## config.mk

```make
export PLATFORM = sky130hd
export DESIGN_NAME = core_ctrl
export DESIGN_NICKNAME = d
export VERILOG_FILES = /design/src/rtl/core_pkg.sv /design/src/rtl/wdt.sv /design/src/rtl/core_ctrl.sv
export SDC_FILE = /design/constraint.sdc
export NUM_CORES = 1
export LEC_CHECK = 0
export ABC_CLOCK_PERIOD_IN_PS = 3800
export CAP_MARGIN = 20
export CORE_MARGIN = 2
export CORE_UTILIZATION = 50
export CTS_CLUSTER_DIAMETER = 200
export DETAILED_ROUTE_END_ITERATION = 10
export PLACE_DENSITY_LB_ADDON = 0.15
export SLEW_MARGIN = 20
export SYNTH_ARGS = -nofsm -noshare
export SYNTH_HDL_FRONTEND = slang
export SYNTH_HIERARCHICAL = 1
export SYNTH_SLANG_ARGS = --single-unit
```

## constraint.sdc

```tcl
create_clock -name clk -period 3.8 [get_ports clk]
set_clock_uncertainty 0.1 [all_clocks]
set_input_delay 0.38 -clock clk [delete_from_list [all_inputs] [get_ports clk]]
set_output_delay 0.38 -clock clk [all_outputs]
set_load 0.01 [all_outputs]
```

## src/rtl/core_pkg.sv

```systemverilog
// ---------------------------------------------------------------------------
// core_pkg: shared definitions for the core control sequencer.
//   - state_e          : control FSM state encoding
//   - TIMEOUT_DEFAULT  : default watchdog limit in wait cycles
//   - is_active()      : true for states that advance the cycle counter
// ---------------------------------------------------------------------------
package core_pkg;

    localparam int unsigned TIMEOUT_DEFAULT = 1024;

    typedef enum logic [2:0] {
        StIdle   = 3'd0,
        StFetch  = 3'd1,
        StDecode = 3'd2,
        StMem    = 3'd3,
        StExec   = 3'd4,
        StHalt   = 3'd5,
        StErr    = 3'd6
    } state_e;

    function automatic logic is_active(input state_e s);
        return (s == StFetch) || (s == StDecode) || (s == StMem) || (s == StExec);
    endfunction

endpackage

```

## src/rtl/wdt.sv

```systemverilog
// ---------------------------------------------------------------------------
// wdt: wait-cycle watchdog for IFU/LSU handshakes.
// Ports:
//   clk       in  core clock
//   rst_n     in  synchronous active-low reset
//   i_clear   in  force count to zero (asserted while not waiting)
//   i_enable  in  count one waiting cycle without a response
//   o_expire  out count has reached TIMEOUT-1 (combinational)
// ---------------------------------------------------------------------------
module wdt
    import core_pkg::*;
#(
    parameter int unsigned TIMEOUT = TIMEOUT_DEFAULT
) (
    input  logic clk,
    input  logic rst_n,
    input  logic i_clear,
    input  logic i_enable,
    output logic o_expire
);

    localparam int unsigned CntW = (TIMEOUT > 1) ? $clog2(TIMEOUT) : 1;
    localparam logic [CntW-1:0] LastCnt = CntW'(TIMEOUT - 1);

    logic [CntW-1:0] r_cnt;
    logic [CntW-1:0] w_cnt_d;

    assign o_expire = (r_cnt == LastCnt);

    always_comb begin
        w_cnt_d = r_cnt;
        if (i_clear) begin
            w_cnt_d = '0;
        end else if (i_enable && !o_expire) begin
            // Saturate at the limit; the FSM leaves the wait state on expiry anyway.
            w_cnt_d = r_cnt + 1'b1;
        end
    end

    always_ff @(posedge clk) begin
        if (!rst_n) begin
            r_cnt <= '0;
        end else begin
            r_cnt <= w_cnt_d;
        end
    end

endmodule

```

## src/rtl/core_ctrl.sv

```systemverilog
// ---------------------------------------------------------------------------
// core_ctrl: multi-cycle core sequencer FETCH -> DECODE -> [MEM] -> EXEC.
// Ports:
//   clk, rst_n                     clock, synchronous active-low reset
//   ifu_reqValid / ifu_respValid   fetch request / response
//   is_mem, is_halt                decode flags, valid in DECODE
//   lsu_reqValid / lsu_respValid   memory request / response
//   exu_reqValid / exu_respValid   execute-commit strobe / done
//   pc_wen, commit                 PC update and retire pulse (EXEC)
//   halted, fault                  sticky ebreak-retired / watchdog-expired
//   cycle_cnt, instret_cnt         64-bit active-cycle / retired counters
// ---------------------------------------------------------------------------
module core_ctrl
    import core_pkg::*;
#(
    parameter int unsigned TIMEOUT = TIMEOUT_DEFAULT
) (
    input  logic        clk,
    input  logic        rst_n,
    output logic        ifu_reqValid,
    input  logic        ifu_respValid,
    input  logic        is_mem,
    input  logic        is_halt,
    output logic        lsu_reqValid,
    input  logic        lsu_respValid,
    output logic        exu_reqValid,
    input  logic        exu_respValid,
    output logic        pc_wen,
    output logic        commit,
    output logic        halted,
    output logic        fault,
    output logic [63:0] cycle_cnt,
    output logic [63:0] instret_cnt
);

    state_e      r_state;
    state_e      w_state_d;
    logic        r_is_halt;
    logic [63:0] r_cycle_cnt;
    logic [63:0] r_instret_cnt;

    logic w_waiting;
    logic w_resp;
    logic w_expire;
    logic w_commit;

    // Stray responses outside their own wait state are masked here.
    assign w_waiting = (r_state == StFetch) || (r_state == StMem);
    assign w_resp    = ((r_state == StFetch) && ifu_respValid) ||
                       ((r_state == StMem)   && lsu_respValid);

    wdt #(
        .TIMEOUT (TIMEOUT)
    ) u_wdt (
        .clk      (clk),
        .rst_n    (rst_n),
        .i_clear  (!w_waiting),
        .i_enable (w_waiting && !w_resp),
        .o_expire (w_expire)
    );

    always_comb begin
        w_state_d = r_state;
        unique case (r_state)
            StIdle:   w_state_d = StFetch;
            StFetch: begin
                // A response on the expiry cycle takes priority over the fault.
                if (ifu_respValid) begin
                    w_state_d = StDecode;
                end else if (w_expire) begin
                    w_state_d = StErr;
                end
            end
            StDecode: w_state_d = is_mem ? StMem : StExec;
            StMem: begin
                if (lsu_respValid) begin
                    w_state_d = StExec;
                end else if (w_expire) begin
                    w_state_d = StErr;
                end
            end
            StExec: begin
                if (exu_respValid) begin
                    w_state_d = r_is_halt ? StHalt : StFetch;
                end
            end
            StHalt:   w_state_d = StHalt;
            StErr:    w_state_d = StErr;
            default:  w_state_d = StIdle;
        endcase
    end

    always_ff @(posedge clk) begin
        if (!rst_n) begin
            r_state   <= StIdle;
            r_is_halt <= 1'b0;
        end else begin
            r_state <= w_state_d;
            // is_halt is only valid in DECODE; keep it for the EXEC exit decision.
            if (r_state == StDecode) begin
                r_is_halt <= is_halt;
            end
        end
    end

    assign w_commit = (r_state == StExec);

    always_ff @(posedge clk) begin
        if (!rst_n) begin
            r_cycle_cnt   <= '0;
            r_instret_cnt <= '0;
        end else begin
            if (is_active(r_state)) begin
                r_cycle_cnt <= r_cycle_cnt + 64'd1;
            end
            if (w_commit) begin
                r_instret_cnt <= r_instret_cnt + 64'd1;
            end
        end
    end

    // Requests are gated by rst_n so nothing is issued while reset is held.
    assign ifu_reqValid = rst_n && (r_state == StFetch);
    assign lsu_reqValid = rst_n && (r_state == StMem);
    assign exu_reqValid = rst_n && w_commit;
    assign pc_wen       = rst_n && w_commit;
    assign commit       = rst_n && w_commit;
    assign halted       = (r_state == StHalt);
    assign fault        = (r_state == StErr);
    assign cycle_cnt    = r_cycle_cnt;
    assign instret_cnt  = r_instret_cnt;

endmodule

```

## Yosys cells after proc, flatten, opt, wreduce, memory -nomap -nowiden

Index checks and enable logic that the tools add are counted.

| word-level totals | value |
|---|---|
| bits in registers | 142 |
| bits of input ports | 7 |
| output and inout bits | 135 |
| logic and storage cells | 39 |

| cells by class | value |
|---|---|
| add/sub/neg operators | 3 |
| equal/unequal tests | 8 |
| mux-type cells | 7 |
| reduce and logical (&&, ||, !) cells | 16 |

Operators with widths:

| kind | number |
|---|---|
| $add A64 B1 Y64 const B | 2 |
| $pmux W3 S7 | 1 |
| $mux W3 | 6 |
| $add A10 B1 Y10 const B | 1 |
| $eq A10 B10 Y1 const B | 1 |
| $eq A3 B3 Y1 const B | 3 |
| $logic_and A1 B1 Y1 | 7 |
| $eq A3 B2 Y1 const B | 2 |
| $logic_or A1 B1 Y1 | 5 |
| $eq A3 B1 Y1 const B | 1 |
| $logic_not A3 Y1 | 1 |
| $logic_not A1 Y1 | 2 |
| $ne A2 B2 Y1 const B | 1 |
| $reduce_and A2 Y1 | 1 |

## Longest topological paths before layout

Gate-level depths: netlist of run 1.

| depth | value |
|---|---|
| word-level depth | 6 |
| gate-level depth with buffers | 8 |
| gate-level depth less buffers | 7 |

## By module

The synthesis of run 1 kept the hierarchy.

Modules (own cells, without submodules):

| module | instances | cells each | area an instance (um2) | seq. area each (um2) |
|---|---|---|---|---|
| core_ctrl | 1 | 788 | 6441.2 | 2642.5 |
| wdt | 1 | 60 | 543.0 | 200.2 |

## Worst setup path before layout of run 1

No wires, ideal clock.

| timing | value |
|---|---|
| kind | register -> register |
| start point | reg r_cycle_cnt[14], in the netlist cycle_cnt[14] |
| end point | reg r_cycle_cnt[56], in the netlist cycle_cnt[56] |
| library setup time | 132 ps |
| arrival time | 2106 ps |
| required time | 3568 ps |
| path slack | 1462 ps |
| cell stages (with the launch flop) | 7 |
| buffers on the path | 1 |
| period minus slack after synthesis | 2338 ps |
| cell sequence | dfxtp_1 > nand4_2 > or4_4 > or4_1 > clkbuf_1 > o41ai_1 > a21oi_1 |

| between the ends | value |
|---|---|
| word-level cells in the longest chain between the ends | 1 |

RTL lines:

| what | RTL line | text |
|---|---|---|
| from (decl) | core_ctrl.sv:39 | `logic [63:0] r_cycle_cnt;` |
| from (signal assigned) | core_ctrl.sv:114 | `r_cycle_cnt <= r_cycle_cnt + 64'd1;` |
| $add A64 B1 Y64 | core_ctrl.sv:114 |  |

Every way passes these cells.
A chain may end at the register's enable or synchronous reset.

## Final worst setup path of run 1

| timing | value |
|---|---|
| start point | reg r_state[1] |
| end point | out commit |

| between the ends | value |
|---|---|
| word-level cells in the longest chain between the ends | 2 |

RTL lines:

| what | RTL line | text |
|---|---|---|
| from (decl) | core_ctrl.sv:36 | `state_e r_state;` |
| from (signal assigned) | core_ctrl.sv:95 | `r_state <= StIdle;` |
| from (signal assigned) | core_ctrl.sv:98 | `r_state <= w_state_d;` |
| $eq A3 B3 Y1 | core_ctrl.sv:106 | `assign w_commit = (r_state == StExec);` |
| $logic_and A1 B1 Y1 | core_ctrl.sv:127 | `assign commit = rst_n && w_commit;` |
| to (decl) | core_ctrl.sv:29 | `output logic commit,` |

Every way passes these cells.

==> results of run 1 <==
routing by layer:
metal / track usage [%] / part of all wire, %
met1: 33.51 / 49
met2: 36.03 / 44
met3: 4.682 / 4.8
met4: 8.477 / 2.1
met5: 0 / 0
registers in the layout (all words and copies together) (netlist names):
register and flops:
cycle_cnt 64, instret_cnt 64, u_wdt/r_cnt 10, r_state 3
r_is_halt 1
cells by family (layout without fill, tap and decap cells):
group                    count (synthesis)  in the layout
adder cells (fa/ha/maj)                  3              3
flip-flops                             142            142
AO/OA/AOI/OAI                          169            169
multiplexers                             2              2
AND/OR/NAND/NOR                        420            420
XOR/XNOR                                60             60
buffers and inverters                   52            197
worst paths after layout:
check / endpoint / cells past startpoint / slack (ns)
setup / recovery: commit / 3 / 0.75
hold / removal: instret_cnt[63] / 2 / 0.38
setup reg to reg: cycle_cnt[56] / 5 / 0.86
hold reg to reg: instret_cnt[63] / 2 / 0.38
per-stage QoR:
step | setup slack [ns] | area, um^2 | hold WS [ns] | utilization, %
global route | 0.6600 | 9014 | 0.4086 | 65.44
detailed placement | 0.9266 | 8504 | 0.3754 | 61.75
CTS | 0.7427 | 9014 | 0.3831 | 65.44
finish | 0.7466 | 9014 | 0.3826 | 65.44
global placement | 1.001 | 8504 | 0.3651 | 61.75
floorplan | 1.462 | 6984 | 0.3555 | -
worst max-delay path, delay by kind of cell, from the launching register on:
kind / cells / cell delay [ns]
and+or+nand+nor: 2 / 1.04
DFF: 1 / 0.48
buffers and inverters: 1 / 0.64
cells in the final DEF, fill, tap and decap left out, drive strengths merged, types with 12 or more instances in the layout:
| cell type | Yosys | layout |
|---|---|---|
| a21oi | 75 | 75 |
| and4 | 13 | 13 |
| clkbuf | 23 | 22 |
| clkdlybuf4s50 | 0 | 141 |
| dfxtp | 142 | 142 |
| inv | 19 | 19 |
| nand2 | 67 | 67 |
| nand3 | 43 | 43 |
| nand4 | 62 | 62 |
| nor2 | 84 | 84 |
| nor3 | 28 | 28 |
| nor4 | 21 | 21 |
| o21a | 12 | 12 |
| o21ai | 47 | 47 |
| o31ai | 16 | 16 |
| or3 | 46 | 46 |
| or4 | 18 | 18 |
| xnor2 | 26 | 26 |
| xor2 | 34 | 34 |
cell type report:
type / instances / area share [%]
multi-input cells: 654 / 43.39
flip-flops and latches: 142 / 31.54
repair buffers: 146 / 16.07
clock buffers: 22 / 5.150
well taps: 180 / 2.499
inverters: 20 / 0.8468
clock inverters: 9 / 0.4997
power breakdown:
group | leakage [nW] | switching [mW] | internal (mW)
logic | 1.31 | 0.0785 | 0.0498
clock network | 0.263 | 0.590 | 0.852
registers | 1.14 | 0.0216 | 1.50
total | 2.72 | 0.690 | 2.40
==> results by group, run 1 <==
Outcome
  • Status: complete, no violations

Synth
  • Post-synthesis compound-gate area fraction: about 14%
  • Register area share after synthesis: between 40 and 50%
  • Synth Cell Area: about 0.007 mm^2
  • Main combinational cell family by area after synthesis: simple AND/OR/NAND/NOR gates
  • Post-Synth Simple-Gate Area: 33.54%
  • Yosys reg bits: ~140
  • Area share of xor/xnor cells in the synthesized design: between 7 and 8%
  • Yosys warns: 6
  • Main synth FF type: dfxtp_1
  • Multiplexer area fraction after synthesis: less than 1%
  • Top-count cell post-synth: dfxtp_1
  • Share of the synthesized area in the top cell type: between 40% and 50%
  • Cell variety after synth: 55
  • Syn Inst Count: 848
  • Synth area leader: dfxtp_1
  • Mean area per synthesized cell: 8.236 um^2
  • Post-synthesis adder-cell area fraction: less than 1%
  • Synthesized Nets: 858
  • Top cells by area, synth: dfxtp_1, nand4_1, a21oi_1
  • Commonest cells in the netlist: dfxtp_1, nor2_1, a21oi_1
  • Asr flop ratio synth: 0%
  • Post-synth EDFFs: 0

Worst setup path
  • CP max FO: 20
  • Slowest Stage Delay on Critical Path: 0.64 ns
  • CP startpoint: r_state[1]
  • Crit-path cells: or3b_1 > nor2_1 > clkdlybuf4s50_1
  • Type of the worst setup path: flop to output port
  • Critical Path Start Type: flop
  • Reg2reg start: r_state[1]
  • CP arrival: 2.57 ns
  • Type of element capturing the critical path: output port
  • Critical Path RT: between 3 and 4 ns
  • Slowest CP cell: clkdlybuf4s50_1

Route
  • ANT nets after route: 0
  • Vias per cell: 5.805
  • Wire per inst: about 15 um
  • Iter 0 DRT Violations: about 540
  • Drt pass-1 iters: 4
  • WL final: 17780 um
  • DRC: 0
  • Via count: 6809

STA
  • Worst Tran Pin Value: around 0.94 ns
  • Rel. slew slack: a little under two fifths
  • FMAX: around 0.33 GHz
  • Fin. Hold Viols: 0
  • Fin Setup TNS: 0 ns
  • Unrepaired setup endpoints after global routing: false
  • Fin crit share: 80.35%
  • Final Slew Violations: 0
  • Tmin final: around 3.1 ns
  • Setup-failing EPs final: 0

Global route
  • Largest net degree at the start of global routing: 80
  • Vias in the first global route: a little under 6000
  • Global-route wire length before repair: between 20000 and 30000 um
  • Total grt overflow: 0
  • Gr usage total: a little under a quarter
  • Initial antenna violation count: 0

Floorplanning
  • Die W: between 100 and 150 um
  • Initial core utilization: between 50% and 60%
  • Core Area: ~0.014 mm^2
  • Row count: 43
  • Die height: roughly 120 um
  • Num ports: 142
  • Die area: roughly 0.015 mm^2

Clock tree
  • H-tree levels: 4
  • Total CTS buffers: 17
  • CTS tree: yes
  • CTS root buf: clkbuf_16
  • Worst-Skew Late Latency: roughly 0.42 ns
  • Clock transition at path regs: roughly 0.050 ns
  • # resized after CTS: 0
  • CTS Hold Buffers Added: 0
  • Total clock sinks: between 100 and 150
  • Post-CTS setup buffers: 0
  • CTS Buffer Depth: 2

Power and ir drop
  • Static leakage: 2.721 nW
  • Maximum vdd drop: between 0.3 and 0.4 mV
  • Cell Pwr Density: between 300 and 400 mW/mm^2
  • Overall Power: between 3 and 4 mW

Place
  • Port Buffers: between 100 and 150
  • Placed cells: approximately 1100
  • DP HPWL: 12480 um
  • Placer Congestion: 0.8612

Final layout
  • Fin nets: 991
  • Sequential cell area: about 0.0028 mm^2
  • Area of the multi-input gates: between 0.003 and 0.004 mm^2
  • FILL cells: 1216
  • Fraction of layout cells with a size suffix above 1: around 5.2%
  • N_diodes: 0
  • Post-route insts no fill: 1173
  • Area growth syn-to-layout: 29.06%

Flow run
  • Number of max-cap violations: 0

Worst hold path
  • Hold Path Class: flop to flop
  • Hold path startpoint: instret_cnt[63]
Power figures use the tool's default switching activity.
==> inputs of run 2 (changes only) <==
--- a/config.mk
+++ b/config.mk
@@ -5,10 +5,10 @@
 export SDC_FILE = /design/constraint.sdc
 export NUM_CORES = 1
 export LEC_CHECK = 0
-export ABC_CLOCK_PERIOD_IN_PS = 3800
+export ABC_CLOCK_PERIOD_IN_PS = 2650
 export CAP_MARGIN = 20
 export CORE_MARGIN = 2
-export CORE_UTILIZATION = 50
+export CORE_UTILIZATION = 47
 export CTS_CLUSTER_DIAMETER = 200
 export DETAILED_ROUTE_END_ITERATION = 10
 export PLACE_DENSITY_LB_ADDON = 0.15
==> constraint.sdc (replaced) <==
create_clock -name clk -period 2.65 [get_ports clk]
set_clock_uncertainty 0.1 [all_clocks]
set_input_delay 0.265 -clock clk [delete_from_list [all_inputs] [get_ports clk]]
set_output_delay 0.265 -clock clk [all_outputs]
set_load 0.01 [all_outputs]
==> results by group, run 2 (synthesis gave the netlist of run 1 again) <==
STA
  • Fin crit share: a little over nine tenths
  • Fin Hold WS: 0.3489 ns (-0.03369 ns)
  • Worst Tran Pin Value: 0.5180 ns (-0.4190 ns)
  • FMAX: 0.3880 GHz
  • Rel. slew slack: 65.18% (+28 points)
  • Tmin final: ~2.6 ns
  • Fin. Hold Viols: 0 (unchanged)
  • Fin Setup TNS: 0 ns (unchanged)
  • Unrepaired setup endpoints after global routing: false
  • Final Slew Violations: 0 (unchanged)
  • Setup-failing EPs final: 0 (unchanged)

Clock tree
  • CTS root buf: clkbuf_16
  • Total clock sinks: 142 (unchanged)
  • CTS Hold Buffers Added: 0 (unchanged)
  • # resized after CTS: 1 (+1)
  • H-tree levels: 4 (unchanged)
  • CTS tree: yes
  • Post-CTS setup buffers: 0 (unchanged)
  • Clock transition at path regs: 0.05 ns (about the same)
  • Total CTS buffers: 17 (unchanged)
  • CTS Buffer Depth: 2 (unchanged)
  • Worst-Skew Late Latency: 0.43 ns (about the same)

Power and ir drop
  • Maximum vdd drop: 0.4895 mV (+59%)
  • Overall Power: 4.904 mW (+59%)
  • Static leakage: 2.879 nW (+5.8%)
  • Cell Pwr Density: 526.4 mW/mm^2 (+53%)

Global route
  • Gr usage total: 23.43% (-0.31 points)
  • Initial antenna violation count: 0 (unchanged)
  • Largest net degree at the start of global routing: 45 (-44%)
  • Global-route wire length before repair: 31040 um (+8.8%)
  • Vias in the first global route: 6276 (+7.4%)
  • Total grt overflow: 0 (unchanged)

Final layout
  • FILL cells: 1296 (+6.6%)
  • Fin nets: 1015 (+2.4%)
  • Fraction of layout cells with a size suffix above 1: 8.055% (+2.8 points)
  • Area growth syn-to-layout: 33.39%
  • Most frequent cells in the layout: dfxtp_1, clkdlybuf4s50_1, nor2_1, a21oi_1, nand2_1
  • Utilization after layout: 64.10% (-1.3 points)
  • Design Area, Final: 0.009316 mm^2 (+3.4%)
  • Commonest non-fill, non-tap cell in the layout: dfxtp_1
  • N_diodes: 0 (unchanged)

Worst setup path
  • CP arrival: 2.21 ns (-0.36 ns)
  • Slowest CP cell: or3b_1
  • CP max FO: 8 (-60%)
  • Cell family with most CP delay: simple AND/OR/NAND/NOR gates
  • Slowest Stage Delay on Critical Path: 0.60 ns (-0.04 ns)
  • Crit-path cells: or3b_1 > nor2_2 > clkdlybuf4s50_1
  • Type of element capturing the critical path: output port
  • Type of the worst setup path: flop to output port
  • Critical Path RT: 2.29 ns (-1.03 ns)
  • Critical Path Start Type: flop
  • WP buf/inv: 1 (unchanged)

Floorplanning
  • Die height: 125.9 um (+3.0%)
  • Die area: 0.01585 mm^2 (+6.2%)
  • Core Area: 0.01453 mm^2 (+5.5%)
  • Die W: 125.9 um (+3.0%)
  • Num ports: 142 (unchanged)
  • Initial core utilization: 48.05% (-2.7 points)
  • Row count: 44 (+2.3%)

Route
  • ANT nets after route: 0 (unchanged)
  • Drt pass-1 iters: 5 (+1)
  • Vias per cell: 5.813 (+0.14%)
  • WL final: 18710 um (+5.2%)
  • Iter 0 DRT Violations: 504 (-5.8%)
  • DRC: 0 (unchanged)
  • Via count: 6987 (+2.6%)
  • Wire per inst: 15.56 um (+2.7%)

Place
  • Area of placed instances: 0.008690 mm^2 (+2.2%)
  • Port Buffers: 141 (unchanged)
  • Placer Congestion: 0.8642 (+0.35%)
  • DP HPWL: 13240 um (+6.1%)

Flow run
  • Number of max-cap violations: 0 (unchanged)

Worst hold path
  • Hold Path Class: input port to flop

Outcome
  • Status: complete, no violations
==> run 2: changes by cell type in the layout (fill, tap and decap cells not counted), moves of 2 or more <==
| cell | change |
|---|---|
| clkinv_2 | -5 |
| clkinvlp_4 | +4 |
| clkinv_4 | +3 |
| clkbuf_1 | -3 |
| clkbuf_8 | -2 |
| buf_4 | +24 |
| bufinv_16 | +4 |
==> run 2: tightest hold or removal path: stages <==
cell	delay, ns
clkdlybuf4s50_1	0.39
mux2i_1	0.12
nor2_1	0.05
==> run 2: report_power, final <==
part	leakage, nW	internal [mW]	total, mW	switching (mW)
clock network	0.295	1.57	2.52	0.952
registers	1.14	2.15	2.17	0.0179
logic	1.44	0.0864	0.217	0.130
total	2.88	3.80	4.90	1.10
==> run 2: layer usage <==
layer / track usage [%] / vias up / wire length (um)
li1: - / 3466 / -
met3: 5.055 / 30 / 1029
met4: 8.662 / 0 / 388
met1: 32.05 / 3280 / 8765
met2: 36.50 / 211 / 8524
met5: 0 / - / 0
==> run 2: metrics by stage <==
step | setup WS [ns] | instances
2_1_floorplan | 0.3121 | 848
3_3_place_gp | 0.2703 | 1170
3_5_place_dp | 0.2072 | 1170
4_1_cts | 0.04943 | 1202
5_1_grt | 0.0002014 | 1202
6_report | 0.07294 | 1202
==> run 2: path summary, 6_finish.rpt <==
kind	start	to	slack (ns)	depth (start not counted)
worst max-delay path	r_state[0]	commit	0.07	3
worst min-delay path	is_halt	r_is_halt	0.35	3
worst max register to register	r_state[0]	instret_cnt[51]	0.17	5
worst min register to register	instret_cnt[63]	instret_cnt[63]	0.38	2
==> run 2: layout make-up <==
cell class | instances | area (um^2) | area share, %
repair buffers | 170 | 1629 | 17.49
inverters | 20 | 76.32 | 0.8192
well taps | 184 | 230.2 | 2.471
clock inverters | 15 | 196.4 | 2.109
clock buffers | 17 | 425.4 | 4.566
multi-input cells | 654 | 3916 | 42.04
flip-flops and latches | 142 | 2843 | 30.51
==> inputs of run 3 (changes only) <==
--- a/config.mk
+++ b/config.mk
@@ -5,13 +5,14 @@
 export SDC_FILE = /design/constraint.sdc
 export NUM_CORES = 1
 export LEC_CHECK = 0
-export ABC_CLOCK_PERIOD_IN_PS = 2650
+export ABC_CLOCK_PERIOD_IN_PS = 3100
 export CAP_MARGIN = 20
 export CORE_MARGIN = 2
-export CORE_UTILIZATION = 47
+export CORE_UTILIZATION = 50
 export CTS_CLUSTER_DIAMETER = 200
 export DETAILED_ROUTE_END_ITERATION = 10
 export PLACE_DENSITY_LB_ADDON = 0.15
+export REMOVE_ABC_BUFFERS = 1
 export SLEW_MARGIN = 20
 export SYNTH_ARGS = -nofsm -noshare
 export SYNTH_HDL_FRONTEND = slang
==> constraint.sdc (replaced) <==
create_clock -name clk -period 3.1 [get_ports clk]
set_clock_uncertainty 0.1 [all_clocks]
set_input_delay 0.31 -clock clk [delete_from_list [all_inputs] [get_ports clk]]
set_output_delay 0.31 -clock clk [all_outputs]
set_load 0.01 [all_outputs]
==> results by group, run 3 (synthesis gave the netlist of run 1 again) <==
Worst setup path
  • Cell family with most CP delay: simple AND/OR/NAND/NOR gates
  • CP startpoint: r_state[0]
  • Worst Setup EP: exu_reqValid
  • Critical Path RT: 2.69 ns (+0.40 ns)
  • Slowest CP cell: or3b_1
  • Reg2reg path depth: 5 (unchanged)
  • Slowest Stage Delay on Critical Path: 0.60 ns (about the same)
  • Reg-to-reg setup timing slack: 0.43 ns (+0.26 ns)
  • Critical Path Start Type: flop
  • Type of element capturing the critical path: output port
  • WP buf/inv: 1 (unchanged)
  • CP arrival: 2.35 ns (+0.14 ns)
  • Crit-path cells: or3b_1 > nor2_1 > clkdlybuf4s50_1
  • Reg2reg start: instret_cnt[8]
  • CP max FO: 15 (+7)
  • Type of the worst setup path: flop to output port
  • Levels on crit path: 3 (unchanged)
  • Reg2reg end: instret_cnt[51]

Floorplanning
  • Initial core utilization: 50.71% (+2.7 points)
  • Num ports: 142 (unchanged)
  • Core Area: 0.01377 mm^2 (-5.2%)
  • Die W: 122.2 um (-3.0%)
  • Die height: 122.2 um (-3.0%)
  • Die area: 0.01493 mm^2 (-5.8%)
  • Row count: 43 (-2.3%)

STA
  • Unrepaired setup endpoints after global routing: false
  • Tmin final: between 2 and 3 ns
  • Worst Tran Pin Value: 1.048 ns (+0.5304 ns)
  • Fin Hold WS: 0.3803 ns (+0.03144 ns)
  • FMAX: 0.3626 GHz
  • Fin. Hold Viols: 0 (unchanged)
  • Fin crit share: between 80% and 90%
  • Rel. slew slack: 29.57% (-36 points)
  • Final Slew Violations: 0 (unchanged)
  • Setup-failing EPs final: 0 (unchanged)

Power and ir drop
  • Maximum vdd drop: 0.3369 mV (-31%)
  • Cell Pwr Density: 426.3 mW/mm^2 (-19%)
  • Static leakage: 2.763 nW (-4.0%)
  • Overall Power: 3.878 mW (-21%)

Flow run
  • Number of max-cap violations: 0 (unchanged)

Route
  • Iter 0 DRT Violations: 395 (-22%)
  • ANT nets after route: 0 (unchanged)
  • Via count: 6866 (-1.7%)
  • Vias per cell: 5.819 (+0.10%)
  • DRC: 0 (unchanged)
  • Drt pass-1 iters: 5 (unchanged)
  • WL final: 17960 um (-4.0%)
  • Wire per inst: 15.22 um (-2.2%)

Clock tree
  • Total CTS buffers: 17 (unchanged)
  • Clock transition at path regs: 0.06 ns (about the same)
  • H-tree levels: 4 (unchanged)
  • # resized after CTS: 0 (-1)
  • CTS Buffer Depth: 2 (unchanged)
  • CTS Hold Buffers Added: 0 (unchanged)
  • CTS tree: yes
  • Total clock sinks: 142 (unchanged)
  • Worst-Skew Late Latency: 0.41 ns (-0.02 ns)
  • CTS root buf: clkbuf_16
  • Post-CTS setup buffers: 0 (unchanged)

Global route
  • Largest net degree at the start of global routing: 83 (+84%)
  • Initial antenna violation count: 0 (unchanged)
  • Total grt overflow: 0 (unchanged)
  • Vias in the first global route: 5954 (-5.1%)
  • Gr usage total: 23.82% (+0.39 points)
  • Global-route wire length before repair: 28660 um (-7.7%)

Place
  • Placer Congestion: 0.8344 (-3.4%)
  • Port Buffers: 141 (unchanged)
  • DP HPWL: 12630 um (-4.6%)
  • Placed cells: 1150 (-1.7%)

Final layout
  • Post-route insts no fill: 1180 (-1.8%)
  • Fraction of layout cells with a size suffix above 1: 5.900% (-2.2 points)
  • Most frequent cells in the layout: dfxtp_1, clkdlybuf4s50_1, nor2_1, a21oi_1, nand2_1
  • Fin nets: 999 (-1.6%)
  • N_diodes: 0 (unchanged)
  • Area growth syn-to-layout: 30.24%
  • Commonest non-fill, non-tap cell in the layout: dfxtp_1

Worst hold path
  • Hold Path Class: flop to flop
  • Hold path startpoint: instret_cnt[63]

Outcome
  • Status: complete, no violations
-- run 3: cell count changes in the layout (fill, tap and decap cells not counted) --
cell | before | now
clkbuf_1 | 0 | 3
clkinv_4 | 3 | 0
clkbuf_8 | 0 | 2
bufinv_16 | 4 | 1
nor2b_2 | 1 | 0
nor2_1 | 83 | 84
clkinv_2 | 5 | 7
nor2b_1 | 1 | 2
nor2_2 | 1 | 0
clkinvlp_4 | 4 | 1
buf_4 | 29 | 13
-- run 3: worst min path at each step --
stage | endpoint | slack (ns) | cells past startpoint
global route | cycle_cnt[63] | 0.42 | 2
global placement | instret_cnt[63] | 0.36 | 2
detailed placement | instret_cnt[63] | 0.38 | 2
CTS | instret_cnt[63] | 0.38 | 2
floorplan | cycle_cnt[55] | 0.33 | 1
finish | instret_cnt[63] | 0.38 | 2
-- run 3: metrics by stage --
stage | TNS [ns] | setup slack (ns) | util [%] | area [um^2]
floorplan | -1.012 | -0.2950 | - | 6829
global placement | 0 | 0.5625 | 62.18 | 8564
detailed placement | 0 | 0.4401 | 62.18 | 8564
CTS | 0 | 0.3316 | 66.04 | 9096
global route | 0 | 0.2015 | 66.04 | 9096
finish | 0 | 0.3424 | 66.04 | 9096
-- run 3: routing by layer --
layer / part of all wire (%) / track usage, % / vias to the layer above / wire length [um]
li1: - / - / 3425 / -
met1: 46 / 31.95 / 3243 / 8306
met2: 47 / 38.62 / 171 / 8470
met3: 4.7 / 4.260 / 27 / 853
met4: 1.8 / 8.261 / 0 / 329
met5: 0 / 0 / - / 0
-- run 3: worst register-to-register path: cells and delay by family, from the launching register on --
kind | cells | cell delay, ns
AO/OA/AOI/OAI | 1 | 0.14
flip-flops | 1 | 0.41
AND/OR/NAND/NOR | 4 | 1.95
-- run 3: final cells by class --
cell class	count	area, um^2
clock buffer	22	464.2
timing repair buffer	154	1509
clock inverter	8	67.56
fill	1214	4677
sequential	142	2843
inverter	20	76.32
multi-input combinational	654	3911
tap	180	225.2
-- run 3: power by group --
group	switching [mW]	leakage (nW)	total, mW	internal, mW
logic	0.0975	1.35	0.162	0.0642
clock network	0.728	0.265	1.85	1.13
registers	0.0236	1.14	1.86	1.84
total	0.849	2.76	3.88	3.03
